## config.mk

```make
export PLATFORM = sky130hd
export DESIGN_NAME = fetch_ctrl
export DESIGN_NICKNAME = d
export VERILOG_FILES = /design/src/rtl/fetch_pkg.sv /design/src/rtl/fetch_ctrl_bht.sv /design/src/rtl/fetch_ctrl.sv
export SDC_FILE = /design/constraint.sdc
export NUM_CORES = 1
export LEC_CHECK = 0
export ABC_CLOCK_PERIOD_IN_PS = 7600
export BUFFER_PORTS_ARGS = -buffer_cell sky130_fd_sc_hd__clkbuf_2
export CELL_PAD_IN_SITES_DETAIL_PLACEMENT = 0
export CELL_PAD_IN_SITES_GLOBAL_PLACEMENT = 1
export CORE_MARGIN = 2
export CORE_UTILIZATION = 44
export DETAILED_ROUTE_END_ITERATION = 16
export HOLD_SLACK_MARGIN = 0.15
export PLACE_DENSITY_LB_ADDON = 0.1
export SLEW_MARGIN = 20
export SYNTH_ARGS = -nofsm -noshare
export SYNTH_HDL_FRONTEND = slang
export SYNTH_SLANG_ARGS = --single-unit
```

## constraint.sdc

```tcl
create_clock -name clk -period 7.6 [get_ports clk]
set_input_delay 0.76 -clock clk [delete_from_list [all_inputs] [get_ports clk]]
set_output_delay 0.76 -clock clk [all_outputs]
set_load 0.01 [all_outputs]
```

## src/rtl/fetch_pkg.sv

```systemverilog
// Shared definitions for the fetch stage: branch opcode, 2-bit predictor encodings
// and the B-type immediate decoder.
package fetch_pkg;

  localparam logic [6:0] OPC_BRANCH = 7'b1100011;

  typedef enum logic [1:0] {
    SNT = 2'b00,
    WNT = 2'b01,
    WT  = 2'b10,
    ST  = 2'b11
  } bht_cnt_e;

  // B-type offset: imm[12|10:5] in inst[31:25], imm[4:1|11] in inst[11:7], bit 0 is zero
  function automatic logic [31:0] b_imm(input logic [31:0] inst);
    return {{20{inst[31]}}, inst[7], inst[30:25], inst[11:8], 1'b0};
  endfunction

endpackage

```

## src/rtl/fetch_ctrl_bht.sv

```systemverilog
// Bimodal branch history table: 2-bit saturating counters, asynchronous read,
// synchronous update. A same-cycle read of the entry being written sees the old value.
module bht
  import fetch_pkg::*;
#(
  parameter int          BHT_ENTRIES = 64,
  parameter logic [1:0]  BHT_INIT    = 2'b01,
  localparam int         IDX         = $clog2(BHT_ENTRIES)
) (
  input  logic           clk,
  input  logic           reset,
  input  logic [IDX-1:0] rd_idx,
  output logic [1:0]     rd_cnt,
  input  logic           wr_en,
  input  logic [IDX-1:0] wr_idx,
  input  logic           wr_taken
);

  logic [1:0] r_cnt [BHT_ENTRIES];

  function automatic logic [1:0] sat_step(input logic [1:0] cnt, input logic up);
    if (up)
      return (cnt == ST) ? ST : cnt + 2'd1;
    else
      return (cnt == SNT) ? SNT : cnt - 2'd1;
  endfunction

  always_ff @(posedge clk or posedge reset) begin
    if (reset) begin
      for (int i = 0; i < BHT_ENTRIES; i++) r_cnt[i] <= BHT_INIT;
    end else if (wr_en) begin
      r_cnt[wr_idx] <= sat_step(r_cnt[wr_idx], wr_taken);
    end
  end

  assign rd_cnt = r_cnt[rd_idx];

endmodule

```

## src/rtl/fetch_ctrl.sv

```systemverilog
// Fetch-stage sequencer: PC register, next-PC selection, bimodal prediction carried
// alongside IF/ID and ID/EX, and resolved-branch / misprediction counters.
module fetch_ctrl
  import fetch_pkg::*;
#(
  parameter logic [31:0] RESET_PC    = 32'h0000_0000,
  parameter int          BHT_ENTRIES = 64,
  parameter logic [1:0]  BHT_INIT    = 2'b01
) (
  input  logic        clk,
  input  logic        reset,
  input  logic [31:0] if_inst,
  input  logic        id_branch,
  input  logic [31:0] id_target,
  input  logic        ex_stall,
  input  logic        ex_branch,
  input  logic        ex_zero,
  input  logic [31:0] ex_pc,
  input  logic [31:0] ex_target,
  output logic [31:0] if_pc,
  output logic        if_take,
  output logic        mispredict,
  output logic [31:0] br_count,
  output logic [31:0] mp_count
);

  localparam int IDX = $clog2(BHT_ENTRIES);

  logic [31:0] r_pc_p0;
  logic        r_pred_p1;
  logic        r_pred_p2;
  logic [31:0] r_br_count;
  logic [31:0] r_mp_count;

  logic [1:0]  w_rd_cnt;
  logic        w_take;
  logic        w_mispredict;
  logic [31:0] w_next_pc;
  logic        w_pred_p1_nxt;
  logic        w_pred_p2_nxt;

  bht #(
    .BHT_ENTRIES (BHT_ENTRIES),
    .BHT_INIT    (BHT_INIT)
  ) u_bht (
    .clk      (clk),
    .reset    (reset),
    .rd_idx   (r_pc_p0[IDX+1:2]),
    .rd_cnt   (w_rd_cnt),
    .wr_en    (ex_branch),
    .wr_idx   (ex_pc[IDX+1:2]),
    .wr_taken (ex_zero)
  );

  assign w_take       = (if_inst[6:0] == OPC_BRANCH) && w_rd_cnt[1];
  assign w_mispredict = ex_branch && (ex_zero != r_pred_p2);

  // A misprediction overrides the stall: the wrong-path work must be discarded regardless
  always_comb begin
    w_next_pc = r_pc_p0 + 32'd4;
    if (w_mispredict)
      w_next_pc = ex_zero ? ex_target : ex_pc + 32'd4;
    else if (ex_stall)
      w_next_pc = r_pc_p0;
    else if (id_branch)
      w_next_pc = id_target;
    else if (w_take)
      w_next_pc = r_pc_p0 + b_imm(if_inst);
  end

  always_comb begin
    w_pred_p1_nxt = w_take;
    if (w_mispredict)   w_pred_p1_nxt = 1'b0;
    else if (ex_stall)  w_pred_p1_nxt = r_pred_p1;
    else if (id_branch) w_pred_p1_nxt = 1'b0;
    w_pred_p2_nxt = (w_mispredict || ex_stall) ? 1'b0 : r_pred_p1;
  end

  // p0: fetch address, p1: prediction in ID, p2: prediction in EX
  always_ff @(posedge clk or posedge reset) begin
    if (reset) begin
      r_pc_p0    <= RESET_PC;
      r_pred_p1  <= 1'b0;
      r_pred_p2  <= 1'b0;
      r_br_count <= 32'd0;
      r_mp_count <= 32'd0;
    end else begin
      r_pc_p0    <= w_next_pc;
      r_pred_p1  <= w_pred_p1_nxt;
      r_pred_p2  <= w_pred_p2_nxt;
      r_br_count <= r_br_count + {31'd0, ex_branch};
      r_mp_count <= r_mp_count + {31'd0, w_mispredict};
    end
  end

  assign if_pc      = r_pc_p0;
  assign if_take    = w_take;
  assign mispredict = w_mispredict;
  assign br_count   = r_br_count;
  assign mp_count   = r_mp_count;

endmodule

```

### Word-level counts from Yosys, hierarchy flattened

Index checks and enable logic that the tools add are counted.

| operators by class | value |
|---|---|
| bitwise gates (word level) | 2 |
| equal/unequal tests | 4 |
| divide/modulo/power cells | 0 |
| add/subtract/negate cells | 7 |
| reductions and logical operators | 5 |
| multipliers | 0 |
| muxes and demuxes | 22 |
| $lt $le $gt $ge | 3 |
| shift-type cells | 0 |

Operators by type and width:

| cell | number |
|---|---|
| $mux W32 | 5 |
| $bwmux W128 | 1 |
| $add A32 B1 Y32 | 2 |
| $add A32 B3 Y32 const B | 2 |
| $add A32 B32 Y32 | 1 |
| $bmux W2 S6 | 2 |
| $mux W2 | 9 |
| $ge A7 B7 Y1 const B | 2 |
| $not A6 Y7 | 2 |
| $demux W2 S6 | 1 |
| $eq A7 B7 Y1 const B | 1 |
| $lt A7 B1 Y1 const B | 1 |
| $mux W1 | 4 |
| $logic_and A1 B1 Y1 | 3 |
| $add A2 B1 Y2 const B | 1 |
| $eq A2 B2 Y1 const B | 1 |
| $logic_not A2 Y1 | 1 |
| $ne A2 B1 Y1 const B | 1 |
| $sub A2 B1 Y2 const B | 1 |
| $logic_or A1 B1 Y1 | 1 |
| $ne A1 B1 Y1 | 1 |

| word-level totals | value |
|---|---|
| bits in registers | 226 |
| word-level logic and storage cells | 112 |
| input port bits | 134 |
| memories kept | 0 |
| output and inout port bits | 98 |
| latch bits | 0 |
| memory bits (writable) | 0 |
| ROM bits | 0 |

### Logic depth before layout (Yosys ltp)

| depth | value |
|---|---|
| depth after elaboration | 9 |
| gate-level depth with buffers | 13 |
| mapped depth without buffers | 12 |

### Hierarchy

From an unflattened synthesis, not the netlist that was laid out.

| second synthesis, totals | value |
|---|---|
| cells, all modules | 1556 |
| area, all modules | 14969.4 um^2 |

Modules (own cells, without submodules):

| module | cells each | instances | sequential area each (um^2) | area each (um^2) |
|---|---|---|---|---|
| fetch_ctrl | 949 | 1 | 2452.4 | 7726.2 |
| bht | 607 | 1 | 3283.1 | 7243.2 |

### Worst setup path after synthesis

No wires, ideal clock.

| timing | value |
|---|---|
| path type | input-to-reg |
| from | input ex_zero |
| to | register r_mp_count[28] (netlist: mp_count[28]) |
| arrival time | 3.188 ns |
| stages | 13 |
| slack | 4.287 ns |
| cell sequence | xor2_1 nand2_1 inv_2 clkbuf_1 ha_1 ha_1 nand3_1 nor2_1 and3_1 nor2b_1 nor2b_1 nand3_1 xnor2_1 |

| between the ends | value |
|---|---|
| cells in the longest elaborated chain, start to end | 3 |

RTL lines:

| item | line | RTL |
|---|---|---|
| start: declaration | fetch_ctrl.sv:17 | `input logic ex_zero,` |
| $ne A1 B1 Y1 | fetch_ctrl.sv:56 | `assign w_mispredict = ex_branch && (ex_zero != r_pred_p2);` |
| $logic_and A1 B1 Y1 | fetch_ctrl.sv:56 |  |
| via mispredict | fetch_ctrl.sv:22 | `output logic mispredict,` |
| $add A32 B1 Y32 | fetch_ctrl.sv:92 | `r_mp_count <= r_mp_count + {31'd0, w_mispredict};` |
| end signal: assignment | fetch_ctrl.sv:92 |  |
| end: declaration | fetch_ctrl.sv:33 | `logic [31:0] r_mp_count;` |

The timed path passes the listed nets, and every way through them passes these cells.
A chain may end at the register's enable or synchronous reset.

### Worst setup path in the final report

| timing | value |
|---|---|
| from | register r_pc_p0[2] (netlist: if_pc[2]) |
| to | output if_take |

| between the ends | value |
|---|---|
| cells in the longest elaborated chain, start to end | 5 |

RTL lines:

| item | line | RTL |
|---|---|---|
| start: declaration | fetch_ctrl.sv:29 | `logic [31:0] r_pc_p0;` |
| start signal: assignment | fetch_ctrl.sv:88 | `r_pc_p0 <= w_next_pc;` |
| $not A6 Y7 (not written as such) | fetch_ctrl_bht.sv:36 | `assign rd_cnt = r_cnt[rd_idx];` |
| $bmux W2 S6 | fetch_ctrl_bht.sv:36 |  |
| $mux W2 (not written as such) (2 in series) | fetch_ctrl_bht.sv:36 |  |
| $logic_and A1 B1 Y1 | fetch_ctrl.sv:55 | `assign w_take = (if_inst[6:0] == OPC_BRANCH) && w_rd_cnt[1];` |
| end: declaration | fetch_ctrl.sv:21 | `output logic if_take,` |

Every way passes these cells. The select of a mux whose other input is x is not followed.

==> implementation parameters <==
Parameter                              Value

Synth
  Top cells by area, synth    sky130_fd_sc_hd__dfrtp_1 28%, sky130_fd_sc_hd__dfstp_2 12%, sky130_fd_sc_hd__mux2_2 5.7%
  Most used DFF post-synth    sky130_fd_sc_hd__dfrtp_1
  Async S/R FF share, synth    100%
  Synthesized area    about 0.015 mm2
  Share of the synthesized area in the top cell type    roughly 28%
  Number of synthesized flops with an enable pin    0
  Seq/Total Area, Yosys    39.3%
  Library cells used by synthesis    82
  Synthesized instance count    about 1500
  Post-synth top area cell    sky130_fd_sc_hd__dfrtp_1
  Yosys synthesis warning count    0
  Flops & latches, synth    ~230
  Net Count, Synth    roughly 1700
  Avg Inst Size Synth    between 9 and 10 um2

Power
  Combinational share of power    ~25%
  Leakage power total    around 7.4 nW
  Register share of total power    a little over 40%
  Power density over the cells    around 230 mW/mm2
  Psw    approximately 0.0012 W
  Clk pwr share    between 30% and 40%
  Peak supply drop    about 0.23 mV
  Sw Share    32.3%
  Internal Pwr Total    about 0.0026 W

Critical path
  Cell class contributing the biggest share of worst-path delay    multiplexers
  Crit path capture type    output pin
  Cell with the biggest individual delay on the critical path    sky130_fd_sc_hd__mux4_1
  CP peak stage delay    610 ps
  Most common cell on crit path    sky130_fd_sc_hd__buf_4
  Maximum fanout count along the critical path    24
  CP startpoint kind    register
  Data arrival at the endpoint of the critical path    between 3000 and 4000 ps
  CP Cell Sequence    buf_4 > mux4_1 > mux2_2 > a2111oi_2 > or3_4 > nor3_2 > buf_4 > clkbuf_2
  Type of the worst setup path    register to output pin
  Required arrival time at the worst endpoint    about 6800 ps
  CP bufs+invs    3

CTS
  Clock-pin slew reported for the worst setup and hold paths after clock tree synthesis    ~60 ps
  Number of clock sinks seen by CTS    about 230
  Resized cells post-CTS    0
  Buffer depth of the longest clock path    3
  Clock buffer count from CTS    28
  Setup Fix Bufs, Post-CTS    0
  Clock tree from TritonCTS    built
  Clk root buf    sky130_fd_sc_hd__clkbuf_16
  CTS Hold Bufs    0
  Total number of H-tree levels    1
  Skew-Pair Late Insertion Delay    570 ps

Route
  Vias per inst    between 5 and 6
  Detailed-router iteration count before antenna repair    7
  Final routed wire length divided by cell count    20.5 um
  Number of DRC markers in iteration 0    about 800
  Remaining DRCs    0
  Post-DRT Antenna Nets    0
  Via count    roughly 13000
  Total length of routed wires    45000 um

Global route
  Wire length of the first global-routing pass    between 60000 and 70000 um
  Global-route usage over all layers    between 20% and 30%
  Antenna violations before repair    5
  Total gr overflow    0
  Maximum number of pins on one net before global-route repair    ~100
  Vias in the first global route    12100

Job
  Max-capacitance violation count    0

Finish
  Layout cells sized above 1    26.8%
  Fillers    slightly above 3000
  Highest-count cells in the layout ignoring fill and taps    218 x sky130_fd_sc_hd__clkbuf_2, 195 x sky130_fd_sc_hd__nand2_1, 162 x sky130_fd_sc_hd__dfrtp_1
  Syn-to-layout area delta    16.2%
  Leading cell type in the layout, fill and taps excluded    sky130_fd_sc_hd__clkbuf_2
  Final nets    1903
  Final core occ    around half

Placed design
  Quantity of I/O buffers inserted on ports    about 220
  HPWL Detailed    ~32000 um
  Final RePlAce weighted congestion    between 0.8 and 0.9

Hold path
  Path type of the worst min-delay path    input port to async pin

STA
  Transition time at the pin with the least slew margin    roughly 1100 ps
  Relative max-transition margin    approximately 28%
  Final Critical Period    around 4000 ps
  Period utilization    53.0%
  Setup repair after global routing missed its margin    false
  Post-Route Hold Slack    about 270 ps
  Highest achievable clock rate    0.248 GHz
  Post-Route Skew    33.3 ps
  Max Slew Vio Count    0
  # setup viols final    0
  Hold Fails Final Rpt    0
  Summed negative setup slack over all endpoints    0 ps

Floorplanning
  X dimension of the die    around 190 um
  Initial core utilization    ~45%
  Floorplan Core Area    between 0.03 and 0.04 mm2
  Top-level port count    around 230
  Vertical extent of the die    around 190 um
  Die Area    around 0.035 mm2
  Site Rows    66

Outcome
  Status    completed
[cells in the mapped netlist, types with 33 or more instances]
cell type and instances:
sky130_fd_sc_hd__and3_1 35, sky130_fd_sc_hd__nor2_1 137, sky130_fd_sc_hd__xnor2_1 91, sky130_fd_sc_hd__ha_1 36, sky130_fd_sc_hd__mux2i_1 35, sky130_fd_sc_hd__dfrtp_1 162, sky130_fd_sc_hd__xor2_1 46, sky130_fd_sc_hd__dfstp_2 64
sky130_fd_sc_hd__nand3_1 66, sky130_fd_sc_hd__o21ai_0 111, sky130_fd_sc_hd__a21oi_1 81, sky130_fd_sc_hd__mux4_2 33, sky130_fd_sc_hd__inv_1 34, sky130_fd_sc_hd__mux2_2 74, sky130_fd_sc_hd__nand2_1 195, sky130_fd_sc_hd__clkbuf_1 38
[metal layers]
metal | routed length [um] | track usage (%) | part of all wire [%] | up-vias
met4 | 1010 | 6.77 | 2.2 | 4
li1 | - | - | - | 5973
met2 | 21000 | 42.1 | 47 | 350
met3 | 2320 | 3.40 | 5.1 | 66
met5 | 46 | 0.889 | 0.10 | -
met1 | 20600 | 36.5 | 46 | 6196
[registers in the layout, indices dropped and copies added (netlist names)]
register / count
r_pred_p1: 1
u_bht.r_cnt: 128
br_count: 32
r_pred_p2: 1
if_pc: 32
mp_count: 32
[cells by family (layout without fill, tap and decap cells)]
kind of cell	Yosys count	count (layout)	synth area share (%)
fa+ha+maj	39	39	3.38
simple gates	550	550	17.9
other cells	0	4	0
mux	143	143	13.4
buf+inv	108	324	3.42
compound gates	335	335	14.3
flops	226	226	39.3
xor+xnor	137	137	8.23
[final cells by class]
cell class / count / area [um2] / area share, %
timing repair buffer: 235 / 1220 / 7.19
clock buffer: 45 / 835 / 4.93
tap: 442 / 553 / 3.26
inverter: 37 / 146 / 0.864
sequential: 226 / 5740 / 33.9
antenna: 4 / 10.0 / 0.0591
clock inverter: 7 / 85.1 / 0.502
multi-input combinational: 1204 / 8360 / 49.3
[power groups by stage]
stage / logic, W / clock network [W] / registers, W
global placement: 0.000958 / 0 / 0.00157
detailed placement: 0.000971 / 0 / 0.00157
floorplan: 0.000666 / 0 / 0.00155
global route: 0.00108 / 0.00140 / 0.00158
CTS: 0.000975 / 0.00135 / 0.00155
finish: 0.000973 / 0.00132 / 0.00156
[worst reg2reg max path, stage by stage, from the launching register on]
cell and delay, ps:
sky130_fd_sc_hd__dfrtp_1 650, sky130_fd_sc_hd__inv_1 310, sky130_fd_sc_hd__mux2_2 380, sky130_fd_sc_hd__a2111oi_2 100, sky130_fd_sc_hd__or3_4 450, sky130_fd_sc_hd__nor3_4 690
sky130_fd_sc_hd__buf_4 450, sky130_fd_sc_hd__mux2i_1 280, sky130_fd_sc_hd__nor2_1 60, sky130_fd_sc_hd__a2111oi_0 320, sky130_fd_sc_hd__a311oi_1 90
[stage by stage]
stage          power, W  setup slack, ps  cell area [um2]  cells
6_report        0.00385             3570            16900   2200
4_1_cts         0.00388             3550            16900   2196
3_3_place_gp    0.00252             3360            16000   2144
5_1_grt         0.00406             3420            16900   2199
3_5_place_dp    0.00254             3320            16000   2144
2_1_floorplan   0.00221              755            14600   1538
[final timing paths]
check / endpoint / slack, ps / cells past startpoint / startpoint
setup / recovery: if_take / 3570 / 8 / if_pc[2]
setup reg to reg: if_pc[6] / 3690 / 10 / if_pc[5]
hold reg to reg: br_count[31] / 470 / 1 / br_count[31]
max in group asynchronous: br_count[12] / 5840 / 3 / reset
min in group clk: br_count[31] / 470 / 1 / br_count[31]
hold / removal: mp_count[21] / 270 / 2 / reset
No activity file was read; power rests on OpenSTA's default activity.
